===== config.mk =====
export PLATFORM = sky130hd
export DESIGN_NAME = divide_seq
export DESIGN_NICKNAME = d
export VERILOG_FILES = /design/src/rtl/divide_seq.sv
export SDC_FILE = /design/constraint.sdc
export NUM_CORES = 1
export LEC_CHECK = 0
export CORE_MARGIN = 3
export CORE_UTILIZATION = 59
export CTS_CLUSTER_DIAMETER = 150
export DETAILED_ROUTE_END_ITERATION = 6
export PLACE_DENSITY = 0.83
export RECOVER_POWER = 25
export SLEW_MARGIN = 25
export SYNTH_ARGS = -nofsm -noshare
export SYNTH_HDL_FRONTEND = slang
export SYNTH_SLANG_ARGS = --single-unit

===== constraint.sdc =====
create_clock -name clock -period 7.9 [get_ports clock]
set_clock_uncertainty 0.15 [all_clocks]
set_input_delay 1.185 -clock clock [delete_from_list [all_inputs] [get_ports clock]]
set_output_delay 1.185 -clock clock [all_outputs]
set_load 0.05 [all_outputs]

===== src/rtl/divide_seq.sv =====
// Sequential non-restoring divider: signed/unsigned WIDTH-bit operands,
// one quotient bit per clock, result packed as {remainder, quotient}.
module divide_seq #(
  parameter int unsigned WIDTH = 32
) (
  input  logic                 clock,
  input  logic                 clear,
  input  logic                 start,
  input  logic                 signed_op,
  input  logic [WIDTH-1:0]     dividend,
  input  logic [WIDTH-1:0]     divisor,
  output logic [2*WIDTH-1:0]   result,
  output logic                 busy,
  output logic                 done,
  output logic                 div_by_zero,
  output logic                 overflow
);

  localparam int unsigned CW = $clog2(WIDTH + 1);

  typedef enum logic [1:0] {IDLE, RUN, FIX, DONE} state_t;

  state_t               state_q;
  logic [WIDTH:0]       a_q;
  logic [WIDTH-1:0]     q_q;
  logic [WIDTH-1:0]     m_q;
  logic [CW-1:0]        cnt_q;
  logic                 neg_quo_q;
  logic                 neg_rem_q;
  logic                 ovf_pend_q;
  logic [2*WIDTH-1:0]   result_q;
  logic                 busy_q;
  logic                 done_q;
  logic                 dbz_q;
  logic                 ovf_q;

  logic                 dvd_neg_d;
  logic                 dvs_neg_d;
  logic [WIDTH-1:0]     dvd_mag_d;
  logic [WIDTH-1:0]     dvs_mag_d;
  logic                 ovf_d;
  logic [WIDTH:0]       a_shift_d;
  logic [WIDTH:0]       a_step_d;
  logic [WIDTH-1:0]     q_step_d;
  logic [WIDTH:0]       a_fix_d;
  logic [WIDTH-1:0]     quo_d;
  logic [WIDTH-1:0]     rem_d;

  // Operand conditioning: unsigned magnitudes; the most negative value maps to 2^(WIDTH-1)
  always_comb begin
    dvd_neg_d = signed_op & dividend[WIDTH-1];
    dvs_neg_d = signed_op & divisor[WIDTH-1];
    dvd_mag_d = dvd_neg_d ? WIDTH'(~dividend + 1'b1) : dividend;
    dvs_mag_d = dvs_neg_d ? WIDTH'(~divisor + 1'b1) : divisor;
    ovf_d     = signed_op && (dividend == {1'b1, {(WIDTH-1){1'b0}}}) && (divisor == {WIDTH{1'b1}});
  end

  // One non-restoring iteration; A wraps mod 2^(WIDTH+1) but always settles in [-M, M)
  always_comb begin
    a_shift_d = {a_q[WIDTH-1:0], q_q[WIDTH-1]};
    a_step_d  = a_q[WIDTH] ? (a_shift_d + {1'b0, m_q}) : (a_shift_d - {1'b0, m_q});
    q_step_d  = {q_q[WIDTH-2:0], ~a_step_d[WIDTH]};
  end

  // Final restore and sign application (truncating division)
  always_comb begin
    a_fix_d = a_q[WIDTH] ? (a_q + {1'b0, m_q}) : a_q;
    quo_d   = neg_quo_q ? WIDTH'(~q_q + 1'b1) : q_q;
    rem_d   = neg_rem_q ? WIDTH'(~a_fix_d[WIDTH-1:0] + 1'b1) : a_fix_d[WIDTH-1:0];
  end

  always_ff @(posedge clock or posedge clear) begin
    if (clear) begin
      state_q    <= IDLE;
      a_q        <= '0;
      q_q        <= '0;
      m_q        <= '0;
      cnt_q      <= '0;
      neg_quo_q  <= 1'b0;
      neg_rem_q  <= 1'b0;
      ovf_pend_q <= 1'b0;
      result_q   <= '0;
      busy_q     <= 1'b0;
      done_q     <= 1'b0;
      dbz_q      <= 1'b0;
      ovf_q      <= 1'b0;
    end else begin
      done_q <= 1'b0;
      case (state_q)
        IDLE: begin
          if (start) begin
            if (divisor == '0) begin
              result_q <= {dividend, {WIDTH{1'b1}}};
              dbz_q    <= 1'b1;
              ovf_q    <= 1'b0;
              done_q   <= 1'b1;
              state_q  <= DONE;
            end else begin
              a_q        <= '0;
              q_q        <= dvd_mag_d;
              m_q        <= dvs_mag_d;
              cnt_q      <= '0;
              neg_quo_q  <= dvd_neg_d ^ dvs_neg_d;
              neg_rem_q  <= dvd_neg_d;
              ovf_pend_q <= ovf_d;
              busy_q     <= 1'b1;
              state_q    <= RUN;
            end
          end
        end
        RUN: begin
          a_q   <= a_step_d;
          q_q   <= q_step_d;
          cnt_q <= CW'(cnt_q + 1'b1);
          if (cnt_q == CW'(WIDTH - 1)) begin
            state_q <= FIX;
          end
        end
        FIX: begin
          a_q      <= a_fix_d;
          result_q <= {rem_d, quo_d};
          dbz_q    <= 1'b0;
          ovf_q    <= ovf_pend_q;
          busy_q   <= 1'b0;
          done_q   <= 1'b1;
          state_q  <= DONE;
        end
        DONE: begin
          state_q <= IDLE;
        end
        default: begin
          state_q <= IDLE;
        end
      endcase
    end
  end

  assign result      = result_q;
  assign busy        = busy_q;
  assign done        = done_q;
  assign div_by_zero = dbz_q;
  assign overflow    = ovf_q;

endmodule

-- Word-level counts from Yosys, hierarchy flattened
Cells that the tools add are included.
- output and inout port bits: 68
- register bits after elaboration: 176
- input bits: 68
- word-level logic and storage cells: 87
- eq/ne operators: 10
- bitwise operators: 9
- add/subtract/negate cells: 8
- multiplexer cells: 34
- reductions and logical operators: 13
- operator list (operator ; number):
    two-way mux 32 bit ; 6
    two-way mux 33 bit ; 4
    adder 32 x 1 -> 32 bit (second input constant) ; 4
    two-way mux 64 bit ; 2
    NOT 32 bit ; 4
    case mux 64 bit (2 select lines) ; 1
    case mux 33 bit (3 select lines) ; 1
    adder 33 x 32 -> 33 bit ; 2
    equality test 32 bit (second input constant) ; 2
    case mux 32 bit (2 select lines) ; 1
    subtractor 33 x 32 -> 33 bit ; 1
    zero test 32 bit ; 1
    AND reduction 3 bit ; 5
    two-way mux 6 bit ; 2
    case mux 6 bit (2 select lines) ; 1
    two-way mux 1 bit ; 8
    != test 2 bit (second input constant) ; 4
    case mux 1 bit (2 select lines) ; 4
    case mux 2 bit (4 select lines) ; 1
    adder 6 x 1 -> 6 bit (second input constant) ; 1
    equality test 6 x 5 -> 1 bit (second input constant) ; 1
    two-way mux 2 bit ; 3
    equality test 2 bit (second input constant) ; 2
    nonzero test 2 bit ; 2
    8 further kinds ; 11

-- Longest topological paths before layout
- depth after elaboration: 6
- gate-level depth with buffers: 21
- gate-level depth less buffers: 19

-- Worst setup path after synthesis
OpenSTA, ideal clock, no wires.
- kind: register to register
- start point: reg a_q[32]
- end point: reg a_q[31]
- path buffers: 7
- path slack: 2.102 ns
- stages on the path, launching flop included: 22
- clock period less this slack: 5.798 ns
- data required time: 7.618 ns
- arrival: 5.516 ns
- library setup time: 0.132 ns
- cells stage by stage: dfrtp_1 > buf_1 > clkbuf_1 > buf_1 > clkbuf_1 > buf_1 > clkbuf_1 > clkbuf_1 > a21oi_1 > xnor2_1 > ha_1 > a21o_1 > a21o_1 > a2111oi_0 > nor3_1 > a21oi_1 > a31oi_1 > o41ai_1 > o21ai_0 > o41ai_1 > mux2i_1 > o211ai_1
- longest elaborated chain between the ends: 2
- elaborated cells on any way between the ends: 3
- classes of those cells: 3 x mux
- RTL lines (what ; line ; text):
    start, declared ; 24 ; logic [WIDTH:0] a_q;
    start signal, assigned ; 112 ; a_q <= a_step_d;
    start signal, assigned ; 120 ; a_q <= a_fix_d;
    two-way mux 33 bit (on tied branches) ; 67, 61 ;
    case mux 33 bit (3 select lines) (*) ; 89 ; case (state_q)
Every way passes the cells marked *; elsewhere a longest branch is shown, timed or not.
A chain may end at the register's enable or synchronous reset.

==> run metrics <==
Max Clk Rate between 0.15 and 0.2 GHz; fin nets 2076; Hold Path Class reg2reg; outcome finished, violations left; DR DRC count 0; final worst path period share 0.7360; port bufs 135; Initial Utilization 0.6033; Die W about 160 um; WHS 345.1 ps; share of cells above drive strength 1 0.04475; Die Ht 163.9 um; peak supply drop between 0.2 and 0.25 mV; critical-path cell list dlygate4sd3_1 > clkinvlp_2 > clkbuf_1; DPL Wire Length 32480 um; Register Area 4405 um2; register area share after synthesis 0.2993; Warnings, synthesis 0; Hold-fix buffers, CTS 0; most common cell after layout, fill and taps aside nand2_1; Clock Sinks 176; reg2reg setup slack 2230 ps; vias roughly 14000; Tightest Pin Transition 3949 ps; Worst EP required roughly 7600 ps; max-cap viol count 3; worst-skew pair later-pin latency about 440 ps; GRT Overall Usage 0.3186; DP Worst Slack approximately 1900 ps; Filler cells 2071; Finished Core Util 0.6885; Yosys cell types 78; Pwr Total 7.302 mW; failing checks capacitance limit, slew limit; Rows 57; slowest CP cell clkbuf_1; Synth-to-Final Area Change 14.12%; CTS tree done; Rel. slew slack -1.632; post-layout min period 5815 ps; Clock transition at path regs 70 ps; antenna cells 0; type of origin of the critical path input pin; Top FF cell, synth dfrtp_1; GP Congestion 0.9571; WP buf/inv 3; most frequent cells in the layout nand2_1 (191), a21oi_1 (184), nor2_1 (180), dfrtp_1 (175), o21ai_0 (162); Syn Inst Count 1863; Mapped Nets 2007; clk buf depth 2; CP max stage delay 2280 ps; Fin. Hold Viols 0; crit end category async pin; initial antenna violation count 1; Routed Antenna Nets 0; I/O Pins 136; vias in the first global route 13350; post-synthesis sequential element count about 180; first-pass GRT wire length roughly 69000 um; async set or reset register ratio after synthesis 1.000; area of the die 26870 um2; Final WS setup ~2100 ps; Syn Area/Cell 7.898 um2; vias per inst ~6.4; Num CTS Buffers 17; pwr/cell area 434.8 nW/um2; core area 24390 um2; setup violators final 0; largest net degree at the start of global routing 103; post-CTS resize count 0; CP Max Fanout 58; RSZ-0062 raised after global routing no; Mapped Area 14710 um2; 1st-iter DRT viols 1383; Post-synth EDFFs 0; Post-Route WL approximately 43000 um; setup TNS 0 ps; area of the multi-input gates 9767 um2; Crit Path Category in2async; DR WL/cell 18.98 um; total iterations of the first detailed-routing run 6; GRT overflow 0; Setup Buffers After CTS 0; CTS H-tree depth 4; Slew Viols, Final 208; CP Data Arrival Time around 5500 ps; leak pwr 6.987 nW; Crit path max-delay family buffers and inverters; Clk Tree Root Cell clkbuf_16
[state kept, by name, summed over array words and instances (netlist names)]
register / flops
a_q: 33
busy: 1
cnt_q: 6
div_by_zero: 1
done: 1
m_q: 32
neg_quo_q: 1
neg_rem_q: 1
overflow: 1
ovf_pend_q: 1
q_q: 32
result: 64
state_q: 2
[worst paths after layout]
kind,endpoint,from,depth (start not counted)
hold reg to reg,result[63]$_DFFE_PP0P_,result[63]$_DFFE_PP0P_,2
setup reg to reg,q_q[0]$_DFFE_PP0P_,m_q[7]$_DFFE_PP0P_,18
setup / recovery,m_q[23]$_DFFE_PP0P_,clear,3
max in group clock,q_q[0]$_DFFE_PP0P_,m_q[7]$_DFFE_PP0P_,18
min in group asynchronous,q_q[6]$_DFFE_PP0P_,clear,2
hold / removal,result[63]$_DFFE_PP0P_,result[63]$_DFFE_PP0P_,2
[routing by layer]
metal,track usage,part of all wire
met1,0.4273,0.42
met2,0.5347,0.47
met3,0.04338,0.079
met4,0.1019,0.029
met5,0,0.00030
[synthesized netlist by cell type (12+ instances only)]
library cell	instances	share of area
a21o_1	37	0.019
o31ai_1	28	0.014
or3_1	13	0.0055
or4_1	14	0.0071
clkbuf_1	72	0.018
ha_1	74	0.063
nor2b_1	14	0.0060
o41ai_1	16	0.0095
nand3_1	34	0.012
nor2_1	180	0.046
dfrtp_1	176	0.30
nand4_1	19	0.0081
a22oi_1	14	0.0071
mux2i_1	30	0.020
nor4_1	19	0.0081
a21oi_1	187	0.064
o22ai_1	14	0.0060
buf_2	15	0.0051
o21ai_0	162	0.055
and3_1	21	0.0089
xor2_1	95	0.057
nor3_1	52	0.018
inv_1	51	0.013
o211ai_1	16	0.0082
nand2_1	191	0.049
xnor2_1	83	0.049
a31oi_1	48	0.020
o21bai_1	12	0.0061
nand2b_1	23	0.0098
[worst min-delay path, stage by stage, from the launching register on]
cell and delay, ps:
dfrtp_1 350, a21oi_1 60, o21ai_0 60
[where the power goes]
group	total, mW	switching, mW	internal, mW	leakage, nW
Combinational	4.77	3.01	1.76	4.59
Sequential	1.69	0.443	1.25	2.12
Clock	0.841	0.420	0.421	0.275
Total	7.30	3.87	3.43	6.99
[layout make-up]
type / count / share of cell area
Multi-Input combinational cell: 1536 / 0.5816
Sequential cell: 176 / 0.2623
Timing Repair Buffer: 148 / 0.08584
Clock buffer: 17 / 0.02533
Tap cell: 324 / 0.02414
Inverter: 53 / 0.01192
Clock inverter: 14 / 0.008792
[kinds of logic (layout without fill, tap and decap cells)]
logic type / after synthesis / after routing / share of synthesized area
mux: 41 / 41 / 0.02908
flops: 176 / 176 / 0.2993
compound gates: 622 / 622 / 0.2606
fa+ha+maj: 76 / 76 / 0.06565
buf+inv: 151 / 232 / 0.03980
simple gates: 619 / 619 / 0.1996
xor+xnor: 178 / 178 / 0.1060
[per-stage QoR]
step,cells,instance area [um2]
floorplan,1863,14710
global placement,2237,16230
detailed placement,2237,16230
CTS,2268,16800
global route,2268,16790
finish,2268,16790
No activity file was read; power rests on OpenSTA's default activity.
